File: config.mk
export PLATFORM = sky130hd
export DESIGN_NAME = rec_session_ctrl
export DESIGN_NICKNAME = d
export VERILOG_FILES = /design/src/rtl/voice_pkg.sv /design/src/rtl/key_debounce.sv /design/src/rtl/rec_session_ctrl.sv
export SDC_FILE = /design/constraint.sdc
export NUM_CORES = 1
export LEC_CHECK = 0
export CAP_MARGIN = 10
export CELL_PAD_IN_SITES_DETAIL_PLACEMENT = 0
export CELL_PAD_IN_SITES_GLOBAL_PLACEMENT = 1
export CORE_ASPECT_RATIO = 0.7
export CORE_MARGIN = 2
export CORE_UTILIZATION = 49
export DETAILED_ROUTE_END_ITERATION = 8
export PLACE_DENSITY = 0.88
export SYNTH_ARGS = -nofsm -noshare
export SYNTH_HDL_FRONTEND = slang
export SYNTH_SLANG_ARGS = --single-unit
File: constraint.sdc
create_clock -name clk -period 5.35 [get_ports clk]
set_input_delay 1.07 -clock clk [delete_from_list [all_inputs] [get_ports clk]]
set_output_delay 1.07 -clock clk [all_outputs]
set_load 0.01 [all_outputs]
File: src/rtl/voice_pkg.sv
`default_nettype none
// ============================================================================
// Module      : voice_pkg
// Description : Shared types for the voice-command session path. Holds the
//               command encoding used by the session controller and the
//               downstream display/motion consumers, and the controller's
//               state encoding.
// Revision    : 1.0 - initial release
// ============================================================================
package voice_pkg;

    // Command encoding shared with the state_controller consumers.
    typedef enum logic [2:0] {
        CMD_WELCOME   = 3'd0,
        CMD_RECORDING = 3'd1,
        CMD_UP        = 3'd2,
        CMD_DOWN      = 3'd3,
        CMD_LEFT      = 3'd4,
        CMD_RIGHT     = 3'd5,
        CMD_STOP      = 3'd6,
        CMD_SILENCE   = 3'd7
    } cmd_t;

    // Session controller states.
    typedef enum logic [1:0] {
        ST_IDLE    = 2'd0,
        ST_CAPTURE = 2'd1,
        ST_INFER   = 2'd2,
        ST_HOLD    = 2'd3
    } ctrl_state_t;

    localparam int SAMPLE_RATE_HZ = 16000;

    // WELCOME and RECORDING are UI states, never valid inference results,
    // so the ARM reporting either of them is treated as "nothing heard".
    function automatic cmd_t map_arm_cmd(input logic [2:0] raw);
        cmd_t w_cmd;
        if (raw <= 3'd1) begin
            w_cmd = CMD_SILENCE;
        end else begin
            w_cmd = cmd_t'(raw);
        end
        return w_cmd;
    endfunction

endpackage
`default_nettype wire

File: src/rtl/key_debounce.sv
`default_nettype none
// ============================================================================
// Module      : key_debounce
// Description : Level debouncer. dout follows din only after din has differed
//               from dout for CYCLES consecutive clk samples. Resets to the
//               released (high) level.
// Ports       : clk  - system clock
//               rstb - asynchronous active-low reset
//               din  - synchronised raw level
//               dout - debounced level
// Revision    : 1.0 - initial release
// ============================================================================
module key_debounce #(
    parameter int CYCLES = 1_000_000
) (
    input  logic clk,
    input  logic rstb,
    input  logic din,
    output logic dout
);

    localparam int                 c_CNT_W    = (CYCLES > 1) ? $clog2(CYCLES) : 1;
    localparam logic [c_CNT_W-1:0] c_CNT_LAST = c_CNT_W'(CYCLES - 1);

    logic [c_CNT_W-1:0] r_cnt;
    logic               r_dout;

    // Any sample equal to the current output restarts the stability count.
    always_ff @(posedge clk or negedge rstb) begin
        if (!rstb) begin
            r_cnt  <= '0;
            r_dout <= 1'b1;
        end else if (din == r_dout) begin
            r_cnt <= '0;
        end else if (r_cnt == c_CNT_LAST) begin
            r_dout <= din;
            r_cnt  <= '0;
        end else begin
            r_cnt <= r_cnt + 1'b1;
        end
    end

    assign dout = r_dout;

endmodule
`default_nettype wire

File: src/rtl/rec_session_ctrl.sv
`default_nettype none
// ============================================================================
// Module      : rec_session_ctrl
// Description : Sequences one voice-command session: KEY0 press -> capture a
//               window of SAMPLES_PER_WINDOW samples -> request inference
//               from the ARM under a TIMEOUT_CYCLES watchdog -> latch the
//               resulting command for the display/motion logic.
//               Build option REC_SESSION_DEBOUNCE_EN inserts key_debounce
//               (DEBOUNCE_CYCLES) between the key synchroniser and the
//               press edge detector.
// Ports       : clk, rstb (async, active-low)
//               key_n       - raw KEY0, asynchronous, 0 = pressed
//               sample_stb  - one pulse per accepted audio sample
//               arm_done    - ARM result valid pulse; arm_cmd - ARM result
//               rec_active  - high in CAPTURE; infer_req - high in INFER
//               cmd_out     - last latched command (cmd_t)
//               cmd_valid   - pulse when cmd_out updates
//               timeout_err - pulse when INFER times out
//               state_out   - current state (debug)
// Revision    : 1.0 - initial release
// ============================================================================
module rec_session_ctrl
    import voice_pkg::*;
#(
    parameter int SAMPLES_PER_WINDOW = 16000,
    parameter int TIMEOUT_CYCLES     = 50_000_000,
    parameter int DEBOUNCE_CYCLES    = 1_000_000
) (
    input  logic       clk,
    input  logic       rstb,
    input  logic       key_n,
    input  logic       sample_stb,
    input  logic       arm_done,
    input  logic [2:0] arm_cmd,
    output logic       rec_active,
    output logic       infer_req,
    output logic [2:0] cmd_out,
    output logic       cmd_valid,
    output logic       timeout_err,
    output logic [1:0] state_out
);

    localparam int                  c_SAMP_W    = $clog2(SAMPLES_PER_WINDOW);
    localparam int                  c_TO_W      = $clog2(TIMEOUT_CYCLES);
    localparam logic [c_SAMP_W-1:0] c_SAMP_LAST = c_SAMP_W'(SAMPLES_PER_WINDOW - 1);
    localparam logic [c_TO_W-1:0]   c_TO_LAST   = c_TO_W'(TIMEOUT_CYCLES - 1);

    generate
        if (SAMPLES_PER_WINDOW < 2 || TIMEOUT_CYCLES < 2 || DEBOUNCE_CYCLES < 1) begin : g_bad_cfg
            $error("rec_session_ctrl: parameter below its minimum");
        end
    endgenerate

    // ------------------------------------------------------------------
    // Key conditioning: 2-flop synchroniser, optional debounce, and a
    // registered falling-edge detector producing a one-cycle press.
    // ------------------------------------------------------------------
    logic r_key_sync1;
    logic r_key_sync2;
    logic w_key_cond;
    logic r_key_prev;
    logic r_press;

    always_ff @(posedge clk or negedge rstb) begin
        if (!rstb) begin
            r_key_sync1 <= 1'b1;
            r_key_sync2 <= 1'b1;
        end else begin
            r_key_sync1 <= key_n;
            r_key_sync2 <= r_key_sync1;
        end
    end

`ifdef REC_SESSION_DEBOUNCE_EN
    key_debounce #(
        .CYCLES (DEBOUNCE_CYCLES)
    ) u_key_debounce (
        .clk  (clk),
        .rstb (rstb),
        .din  (r_key_sync2),
        .dout (w_key_cond)
    );
`else
    assign w_key_cond = r_key_sync2;
`endif

    always_ff @(posedge clk or negedge rstb) begin
        if (!rstb) begin
            r_key_prev <= 1'b1;
            r_press    <= 1'b0;
        end else begin
            r_key_prev <= w_key_cond;
            r_press    <= r_key_prev & ~w_key_cond;
        end
    end

    // ------------------------------------------------------------------
    // Session FSM
    // ------------------------------------------------------------------
    ctrl_state_t         r_state;
    ctrl_state_t         w_next_state;
    logic [c_SAMP_W-1:0] r_sample_cnt;
    logic [c_TO_W-1:0]   r_timeout_cnt;
    cmd_t                r_cmd;
    logic                r_cmd_valid;
    logic                r_timeout_err;
    logic                w_samp_last;
    logic                w_to_last;

    assign w_samp_last = (r_sample_cnt == c_SAMP_LAST);
    assign w_to_last   = (r_timeout_cnt == c_TO_LAST);

    always_ff @(posedge clk or negedge rstb) begin
        if (!rstb) begin
            r_state <= ST_IDLE;
        end else begin
            r_state <= w_next_state;
        end
    end

    always_comb begin
        w_next_state = r_state;
        case (r_state)
            ST_IDLE:    if (r_press) w_next_state = ST_CAPTURE;
            ST_CAPTURE: if (sample_stb && w_samp_last) w_next_state = ST_INFER;
            ST_INFER:   if (arm_done || w_to_last) w_next_state = ST_HOLD;
            ST_HOLD:    if (r_press) w_next_state = ST_CAPTURE;
            default:    w_next_state = ST_IDLE;
        endcase
    end

    always_comb begin
        rec_active = (r_state == ST_CAPTURE);
        infer_req  = (r_state == ST_INFER);
        state_out  = r_state;
    end

    // Counters and command latch. Each counter is cleared on entry to the
    // state that uses it and stops at its terminal value, so it never wraps.
    // arm_done is tested before the timeout so a collision reports the
    // ARM result without an error.
    always_ff @(posedge clk or negedge rstb) begin
        if (!rstb) begin
            r_sample_cnt  <= '0;
            r_timeout_cnt <= '0;
            r_cmd         <= CMD_WELCOME;
            r_cmd_valid   <= 1'b0;
            r_timeout_err <= 1'b0;
        end else begin
            r_cmd_valid   <= 1'b0;
            r_timeout_err <= 1'b0;
            case (r_state)
                ST_IDLE, ST_HOLD: begin
                    if (r_press) r_sample_cnt <= '0;
                end
                ST_CAPTURE: begin
                    if (sample_stb) begin
                        if (w_samp_last) begin
                            r_timeout_cnt <= '0;
                        end else begin
                            r_sample_cnt <= r_sample_cnt + 1'b1;
                        end
                    end
                end
                ST_INFER: begin
                    if (arm_done) begin
                        r_cmd       <= map_arm_cmd(arm_cmd);
                        r_cmd_valid <= 1'b1;
                    end else if (w_to_last) begin
                        r_cmd         <= CMD_SILENCE;
                        r_cmd_valid   <= 1'b1;
                        r_timeout_err <= 1'b1;
                    end else begin
                        r_timeout_cnt <= r_timeout_cnt + 1'b1;
                    end
                end
                default: ;
            endcase
        end
    end

    assign cmd_out     = r_cmd;
    assign cmd_valid   = r_cmd_valid;
    assign timeout_err = r_timeout_err;

endmodule
`default_nettype wire

==> results.json <==
{
  "power.leakage_nw": 1.30,
  "grt_max_degree": 52,
  "portBuffers": 16,
  "place_congestion": 0.848,
  "cp-start-kind": "register",
  "clk_path_buf_depth": 2,
  "final_hold_viol_count": 0,
  "crit_family": "buffers and inverters",
  "hold_depth": 0,
  "crit_path_end_kind": "output pin",
  "drive_gt1_share_pct": 6.63,
  "fp.coreArea_um2": 5700,
  "crit_type": "register to output pin",
  "yosys_register_bits": 51,
  "placement.cell_area_um2": 3080,
  "holdCritPathClass": "register to register",
  "timing.rr.start": "r_sample_cnt[0]",
  "finish.instance_area_um2": 3200,
  "yosysSeqAreaShare_pct": 44.6,
  "pwr-share-clk_pct": 23.0,
  "crit_start": "state_out[1]",
  "avgSynthCellArea_um2": 9.06,
  "yosys_warnings": 0,
  "setup_violations": 0,
  "rrSetupSlack_ns": 2.43,
  "p_sw_share_pct": 39.4,
  "synth_area_leaders": "dfrtp_1 42%, a31oi_1 7.0%, nand2_1 4.4%, o21ai_0 4.4%, nand3_1 2.8%",
  "critPathMaxFanout": 14,
  "vias": 2539,
  "maxCapViolCount": 0,
  "slowest_stage": "clkdlybuf4s50_1",
  "p_sw_uw": 486,
  "cts_tree": "done",
  "finClkSkew_ns": 0.0130,
  "postRouteAntennaNets": 0,
  "netlist_instances": 317,
  "drc": 0,
  "r2r_cells": 7,
  "timing.setup.tns_ns": 0,
  "io_pins": 17,
  "avgRoutedWirePerCell_um": 16.6,
  "grt_pass1_wl_um": 11200,
  "yosysTopAreaCellShare_pct": 41.8,
  "htreeDepth": 2,
  "ys_types": 51,
  "insertion_delay_ns": 0.30,
  "viasPerCell": 6.24,
  "clk_pin_slew_ns": 0.10,
  "num-nets-final": 344,
  "cts_hold_buf": 0,
  "final_cell_mix": "48 x dfrtp_1, 34 x nand2_1, 31 x a31oi_1",
  "start_util_pct": 50.4,
  "finalMaxSlewViolations": 0,
  "combPwrFrac_pct": 39.2,
  "rsz0062_at_grt": "no",
  "cp.arrival_ns": 1.98,
  "p_int_uw": 747,
  "outcome": "completed",
  "firstDrtPassIters": 6,
  "cts-root-buf": "clkbuf_8",
  "max_slew.worst_pin.slew_ns": 0.987,
  "die_w_um": 95.5,
  "slew_headroom_pct": 33.7,
  "postCtsResizedCells": 0,
  "synth_edf_count": 0,
  "synth_top_cell_by_area": "dfrtp_1",
  "synth_ff_type": "dfrtp_1",
  "clock.fmax_mhz": 328,
  "syn_area_um2": 2870,
  "insertedDiodeCount": 0,
  "cts_sinks": 51,
  "wl_um": 6750,
  "cts_buffers": 5,
  "post-cts-setup-buffer-count": 0,
  "crit_end": "rec_active",
  "drt_iter0_drc": 177,
  "grt_use_total_pct": 22.5,
  "hpwlAfterDp_um": 4590,
  "grt_overflow": 0,
  "rows": 23,
  "slowest_delay_ns": 0.64,
  "p_per_area_nw_per_um2": 385,
  "final_common_cell": "dfrtp_1",
  "crit_chain": "inv_1 > ha_1 > clkdlybuf4s50_1",
  "async_flop_share_pct": 100,
  "die_area_um2": 6500,
  "critical_path_buf_inv_count": 2,
  "irDropWorstVdd_mv": 0.164,
  "grt_pass1_vias": 2245,
  "die_h_um": 68.1,
  "cp.depth": 3,
  "r2r_end": "r_timeout_cnt[15]",
  "antenna_found_initial": 0,
  "pwr-share-seq_pct": 37.8,
  "cp.required_ns": 4.28,
  "period_needed_ns": 3.05,
  "syn_nets": 330,
  "area_delta_synth_final_pct": 11.4,
  "period_share_pct": 57.0
}
## cell type report
cell class              count  area (um^2)
clock buffers               6         82.6
well taps                  75         93.8
clock inverters             2         35.0
repair buffers             20          185
inverters                  18         67.6
flip-flops and latches     51         1280
multi-input cells         235         1460
fillers                   523         2500
## how the worst min path moves through the flow
stage                     start          end  slack [ns]
detailed placement  r_key_sync1  r_key_sync2        0.35
CTS                 r_key_sync1  r_key_sync2        0.36
floorplan           r_key_sync1  r_key_sync2        0.35
global route        r_key_sync1  r_key_sync2        0.37
finish              r_key_sync1  r_key_sync2        0.36
global placement    r_key_sync1  r_key_sync2        0.35
## per-layer routing
metal	vias up	routed length (um)	track usage, %
li1	1239	-	-
met1	1210	3620	35.9
met2	81	2610	30.7
met3	9	450	3.96
met4	0	61	6.79
met5	-	0	0
## cell usage after synthesis (all sizes together) (2+ instances only)
| cell type | n |
|---|---|
| a21oi | 4 |
| and3 | 9 |
| and4b | 4 |
| nor4b | 2 |
| o31ai | 7 |
| o21ai | 28 |
| o221ai | 6 |
| a221o | 2 |
| nand2 | 34 |
| nor4 | 3 |
| nor4bb | 2 |
| a41oi | 4 |
| and2 | 3 |
| or2 | 2 |
| ha | 5 |
| clkbuf | 3 |
| or3 | 4 |
| buf | 10 |
| o21a | 2 |
| nor2b | 2 |
| and4 | 5 |
| mux2i | 3 |
| nor2 | 18 |
| nand4 | 11 |
| nor3 | 7 |
| nand3 | 16 |
| or4 | 2 |
| o41ai | 2 |
| inv | 18 |
| a31oi | 32 |
| dfstp | 3 |
| nand2b | 3 |
| dfrtp | 48 |
## cells by family (layout without fill, tap and decap cells)
| logic type | count (synthesis) | count (layout) | share of synthesized area [%] |
|---|---|---|---|
| buffers and inverters | 31 | 46 | 5.01 |
| multiplexers | 3 | 3 | 1.05 |
| adder cells (fa/ha/maj) | 5 | 5 | 2.18 |
| AO/OA/AOI/OAI | 95 | 95 | 22.0 |
| flip-flops | 51 | 51 | 44.6 |
| AND/OR/NAND/NOR | 132 | 132 | 25.2 |
## through the flow
step,total power [mW],cells,setup slack [ns],util (%),hold WS [ns]
floorplan,0.815,317,3.10,-,0.345
global placement,0.945,399,2.24,54.1,0.348
detailed placement,0.959,399,2.21,54.1,0.351
CTS,1.24,407,2.30,56.1,0.364
global route,1.32,407,2.19,56.1,0.369
finish,1.23,407,2.30,56.1,0.363
## sequential cells by signal, summed over array words and instances, names as in the netlist
signal / cells
r_key_sync1: 1
r_key_prev: 1
cmd_valid: 1
r_key_sync2: 1
state_out: 2
r_sample_cnt: 14
r_press: 1
r_timeout_cnt: 26
cmd_out: 3
timeout_err: 1
## power by group through the flow
stage | clock (mW) | combinational [mW] | sequential, mW
final | 0.283 | 0.484 | 0.466
after global routing | 0.310 | 0.537 | 0.473
after CTS | 0.291 | 0.485 | 0.466
after detailed placement | 0 | 0.485 | 0.474
after global placement | 0 | 0.473 | 0.472
after floorplan | 0 | 0.341 | 0.474
Power figures use the tool's default switching activity.
